<file path="src/rtl/mips_pkg.sv">
// Shared definitions for the MIPS pipeline: ALU operation codes and the
// ID/EX and EX/MEM pipeline register bundles.
package mips_pkg;

    localparam int XLEN  = 32;
    localparam int RBITS = 5;

    localparam logic [2:0] ALU_AND = 3'b000;
    localparam logic [2:0] ALU_OR  = 3'b001;
    localparam logic [2:0] ALU_ADD = 3'b010;
    localparam logic [2:0] ALU_CMP = 3'b011;
    localparam logic [2:0] ALU_SUB = 3'b110;
    localparam logic [2:0] ALU_SLT = 3'b111;

    typedef struct packed {
        logic [2:0]       alu_control;
        logic [XLEN-1:0]  src_a;
        logic [XLEN-1:0]  src_b;
        logic             reg_write;
        logic [RBITS-1:0] write_reg;
        logic             valid;
    } idex_t;

    typedef struct packed {
        logic [XLEN-1:0]  alu_out;
        logic             zero;
        logic             reg_write;
        logic [RBITS-1:0] write_reg;
        logic             valid;
        logic             illegal;
    } exmem_t;

endpackage

</file>
<file path="src/rtl/alu.sv">
// Combinational ALU for the execute stage; undefined codes yield 0 and flag illegal.
module alu
    import mips_pkg::*;
#(
    parameter int WIDTH = XLEN
) (
    input  logic [WIDTH-1:0] i_a,
    input  logic [WIDTH-1:0] i_b,
    input  logic [2:0]       i_control,
    output logic [WIDTH-1:0] o_result,
    output logic             o_illegal
);

    always_comb begin
        o_result  = '0;
        o_illegal = 1'b0;
        case (i_control)
            ALU_ADD: o_result = i_a + i_b;
            ALU_SUB: o_result = i_a - i_b;
            ALU_AND: o_result = i_a & i_b;
            ALU_OR:  o_result = i_a | i_b;
            ALU_SLT: o_result = {{(WIDTH-1){1'b0}}, ($signed(i_a) < $signed(i_b))};
            ALU_CMP: o_result = {{(WIDTH-1){1'b0}}, (i_a == i_b)};
            // 100, 101 and unknown codes all land here
            default: o_illegal = 1'b1;
        endcase
    end

endmodule

</file>
<file path="src/rtl/ex_stage.sv">
// Execute stage: ID/EX register, ALU, and EX/MEM register with stall/flush
// handling driven by the hazard unit.
module ex_stage
    import mips_pkg::*;
#(
    parameter int WIDTH   = XLEN,
    parameter int REGBITS = RBITS
) (
    input  logic               clk,
    input  logic               reset,
    input  logic [2:0]         ALUControlD,
    input  logic [WIDTH-1:0]   SrcAD,
    input  logic [WIDTH-1:0]   SrcBD,
    input  logic [WIDTH-1:0]   SignImmD,
    input  logic               ALUSrcD,
    input  logic               RegWriteD,
    input  logic [REGBITS-1:0] WriteRegD,
    input  logic               ValidD,
    input  logic               StallE,
    input  logic               FlushE,
    output logic               RegWriteE,
    output logic [REGBITS-1:0] WriteRegE,
    output logic [WIDTH-1:0]   ALUOutM,
    output logic               ZeroM,
    output logic               RegWriteM,
    output logic [REGBITS-1:0] WriteRegM,
    output logic               ValidM,
    output logic               IllegalM
);

    idex_t            r_idex;
    idex_t            w_idex_next;
    exmem_t           r_exmem;
    exmem_t           w_exmem_next;
    logic [WIDTH-1:0] w_alu_result;
    logic             w_alu_illegal;

    // Flush outranks stall so a bubble can replace a held instruction.
    always_comb begin
        w_idex_next = r_idex;
        if (FlushE) begin
            w_idex_next = '0;
        end else if (!StallE) begin
            w_idex_next.alu_control = ALUControlD;
            w_idex_next.src_a       = SrcAD;
            w_idex_next.src_b       = ALUSrcD ? SignImmD : SrcBD;
            w_idex_next.reg_write   = RegWriteD;
            w_idex_next.write_reg   = WriteRegD;
            w_idex_next.valid       = ValidD;
        end
    end

    always_ff @(posedge clk) begin
        if (reset) r_idex <= '0;
        else       r_idex <= w_idex_next;
    end

    alu #(.WIDTH(WIDTH)) u_alu (
        .i_a       (r_idex.src_a),
        .i_b       (r_idex.src_b),
        .i_control (r_idex.alu_control),
        .o_result  (w_alu_result),
        .o_illegal (w_alu_illegal)
    );

    // A held E instruction must not also advance, so M takes a bubble;
    // with FlushE also high, the pre-edge E contents still move on.
    always_comb begin
        w_exmem_next = '0;
        if (!(StallE && !FlushE)) begin
            w_exmem_next.alu_out   = w_alu_result;
            w_exmem_next.zero      = (w_alu_result == '0);
            w_exmem_next.reg_write = r_idex.reg_write & r_idex.valid & ~w_alu_illegal;
            w_exmem_next.write_reg = r_idex.write_reg;
            w_exmem_next.valid     = r_idex.valid;
            w_exmem_next.illegal   = w_alu_illegal & r_idex.valid;
        end
    end

    always_ff @(posedge clk) begin
        if (reset) r_exmem <= '0;
        else       r_exmem <= w_exmem_next;
    end

    assign RegWriteE = r_idex.reg_write & r_idex.valid;
    assign WriteRegE = r_idex.write_reg;
    assign ALUOutM   = r_exmem.alu_out;
    assign ZeroM     = r_exmem.zero;
    assign RegWriteM = r_exmem.reg_write;
    assign WriteRegM = r_exmem.write_reg;
    assign ValidM    = r_exmem.valid;
    assign IllegalM  = r_exmem.illegal;

endmodule

</file>
<file path="config.mk">
export PLATFORM = sky130hd
export DESIGN_NAME = ex_stage
export DESIGN_NICKNAME = d
export VERILOG_FILES = /design/src/rtl/mips_pkg.sv /design/src/rtl/alu.sv /design/src/rtl/ex_stage.sv
export SDC_FILE = /design/constraint.sdc
export NUM_CORES = 1
export LEC_CHECK = 0
export BUFFER_PORTS_ARGS = -buffer_cell sky130_fd_sc_hd__buf_4
export CAP_MARGIN = 30
export CORE_UTILIZATION = 40
export DETAILED_ROUTE_END_ITERATION = 10
export GPL_ROUTABILITY_DRIVEN = 0
export PLACE_DENSITY = 0.62
export REMOVE_ABC_BUFFERS = 1
export SLEW_MARGIN = 20
export SYNTH_ARGS = -nofsm -noshare
export SYNTH_HDL_FRONTEND = slang
export SYNTH_SLANG_ARGS = --single-unit
</file>
<file path="constraint.sdc">
create_clock -name clk -period 3.5 [get_ports clk]
set_clock_uncertainty 0.1 [all_clocks]
set_input_delay 0.175 -clock clk [delete_from_list [all_inputs] [get_ports clk]]
set_output_delay 0.175 -clock clk [all_outputs]
set_load 0.1 [all_outputs]
</file>
==> reports/summary.txt <==
nets: 1722
CP endpoint: ZeroM
Pleak: 5.60 nW
Synth Warn #: 0
initial core utilization: 41.1%
Layout Utilization: 58.1%
most used cell, CP: buf_4
Die Y: 155 µm
VDD IR max: 0.314 mV
Worst path max stage delay: 0.46 ns
Final Hold Fails: 1
CP bufs+invs: 3
Place WS: -0.292 ns
io pins: 158
Synth Cell Area: 0.00938 mm²
Crit path max-delay family: simple AND/OR/NAND/NOR gates
Seq/Total Area, Yosys: 24.5%
final instance area: 0.0133 mm²
ANT cells: 0
Non-Filler Instances: 1834
overall power: 4.45 mW
Cell variety after synth: 83
Cell Area, Placed: 0.0117 mm²
CP Depth: 15
vias in the first global route: 9840
dpl cells: 1725
die span in x: 155 µm
clock latency at the later pin of the worst-skew pair: 0.43 ns
Main synth FF type: dfxtp_1
Iteration-0 DRC Markers: 782
vias post-DR: 10174
Slew @ Worst Pin: 0.837 ns
core area: 0.0228 mm²
initial antenna violation count: 0
Slew headroom: 44.0%
final period utilization: 101%
CTS clk-pin slew, worst paths: 0.06 ns
DR DRC count: 0
Critical Path, Cell by Cell: inv_4, ha_4, o21ba_2, or4_4, a211oi_4, o211ai_2, buf_4, a21oi_2, o41ai_1, nor3_1, buf_4, o2111ai_2, nor4_2, nand4_1, nor3_2
Max Cap Violations: 0
Hold Crit Class: in -> reg
critical path's slowest cell: or4_4
Mapped Cells: 1194
Die ar.: 0.0241 mm²
crit path from: r_idex[8]
H-tree levels: 4
Post-synth EDFFs: 0
first-pass GRT wire length: 50.7 mm
kind of end point of the critical path: register
Max clock buf depth: 2
TritonCTS clock tree: yes
CP arrival: 3.79 ns
area grow syn2layout: 41.4%
final WL: 31.8 mm
r2r endpoint: ZeroM
Total Routing Usage GR: 26.7%
syn avg cell area: 7.86 µm²
asr flop ratio synth: 0%
final worst slack: -0.0429 ns
Routed WL per cell: 17.4 µm
reg2reg start: r_idex[8]
Final Critical Period: 3.54 ns
CP Class: reg -> reg
gr ovfl total: 0
Worst Reg-to-Reg Cells: 15
layout cell share with drive strength beyond 1: 28.1%
Clock Sinks: 115
CP Launch Type: register
status: complete, but fails checks
pwr/cell area: 335 mW/mm²
RSZ-0062 raised after global routing: true
Detailed Place HPWL: 23.7 mm
Worst Path Required: 3.75 ns
Synth Register Bits: 115
Hold Path Cell Cnt: 3
final hold slack: -0.00385 ns
antenna-violating nets left: 0
failing checks: hold timing, setup timing
maximum clock frequency: 0.282 GHz
Rows: 55
Max Slew Vio Count: 0
I/O Buffers: 157
DR vias/cell: 5.55
CTS buffer count: 17
drt pass-1 iters: 5
worst-path fanout max: 4
Reg2Reg Setup Slack: -0.04 ns
largest net degree at the start of global routing: 65
Root Buffer Master: clkbuf_16
total negative slack: -0.0429 ns
final setup vio count: 1
-- cell families after synthesis --
family	synth area share, %
AND/OR/NAND/NOR	18.6
AO/OA/AOI/OAI	27.6
flip-flops	24.5
multiplexers	5.70
buffers and inverters	7.96
adder cells (fa/ha/maj)	13.9
XOR/XNOR	1.77
-- power by group --
| group | internal, mW | leakage (nW) | switching (mW) |
|---|---|---|---|
| logic | 0.558 | 4.37 | 0.710 |
| clock network | 1.07 | 0.286 | 0.727 |
| registers | 1.35 | 0.939 | 0.0284 |
| total | 2.98 | 5.60 | 1.47 |
-- layer usage --
metal / part of all wire (%) / track usage [%] / up-vias / routed length [µm]
met5: 0 / 0 / - / 0
met4: 3.2 / 10.8 / 0 / 1010
met3: 7.4 / 4.60 / 81 / 2350
met2: 45 / 43.8 / 476 / 14200
met1: 45 / 34.6 / 4692 / 14300
li1: - / - / 4925 / -
-- sequential cells by signal, indices dropped and copies added (netlist names) --
register / flops
r_idex: 69
ALUOutM: 32
WriteRegE: 5
WriteRegM: 5
IllegalM: 1
RegWriteM: 1
ValidM: 1
ZeroM: 1
-- cell usage after synthesis, types with 18 or more instances --
library cell,number,area share [%]
a211oi_1,88,7.0
nand3_1,19,1.0
a21oi_1,79,4.2
nor3_1,31,1.7
nor2b_1,42,2.8
inv_1,97,3.9
dfxtp_1,115,25
nor2_1,117,4.7
o211ai_1,18,1.4
and2_1,21,1.4
o31ai_1,21,1.7
clkbuf_1,47,1.9
o21ai_0,41,2.2
ha_1,101,13
mux2i_1,50,5.3
nand2_1,70,2.8
-- worst min path at each step --
| stage | startpoint | endpoint | slack [ns] |
|---|---|---|---|
| detailed placement | SrcAD[27] | r_idex[66] | 0.31 |
| floorplan | StallE | r_idex[7] | 0.17 |
| CTS | SignImmD[7] | r_idex[14] | 0.006 |
| global route | SignImmD[7] | r_idex[14] | 0.02 |
| finish | SignImmD[12] | r_idex[19] | -0.004 |
| global placement | SrcAD[15] | r_idex[54] | 0.31 |
-- tightest hold or removal path, stage by stage --
cell and delay, ns:
buf_4 0.07, a211oi_1 0.07, a211oi_1 0.15
-- final cells by class --
| cell class | instances | area [µm²] |
|---|---|---|
| Multi-Input combinational cell | 896 | 6580 |
| Clock inverter | 15 | 171 |
| Sequential cell | 115 | 2310 |
| Clock buffer | 17 | 425 |
| Tap cell | 313 | 392 |
| Fill cell | 2132 | 9580 |
| Timing Repair Buffer | 379 | 3020 |
| Inverter | 99 | 374 |
-- timing repair --
| item | in CTS | in global routing |
|---|---|---|
| pin swaps | 12 | 21 |
| setup endpoints to repair | 2 | 5 |
| resized for setup | 28 | 35 |
| hold endpoints to repair | 68 | 0 |
| buffers inserted | 1 | 8 |
| hold buffers | 68 | 0 |
-- placed cells by master (no fill, tap or decap), types with 18 or more instances in the layout --
cell	count
a211oi_1	86
a21oi_1	73
and2_1	21
buf_4	311
dfxtp_1	110
dlygate4sd3_1	68
ha_1	90
inv_1	94
mux2i_1	50
nand2_1	70
nand3_1	19
nor2_1	116
nor2b_1	42
nor3_1	28
o211ai_1	18
o21ai_0	37
o31ai_1	19
No activity file was read; power rests on OpenSTA's default activity.
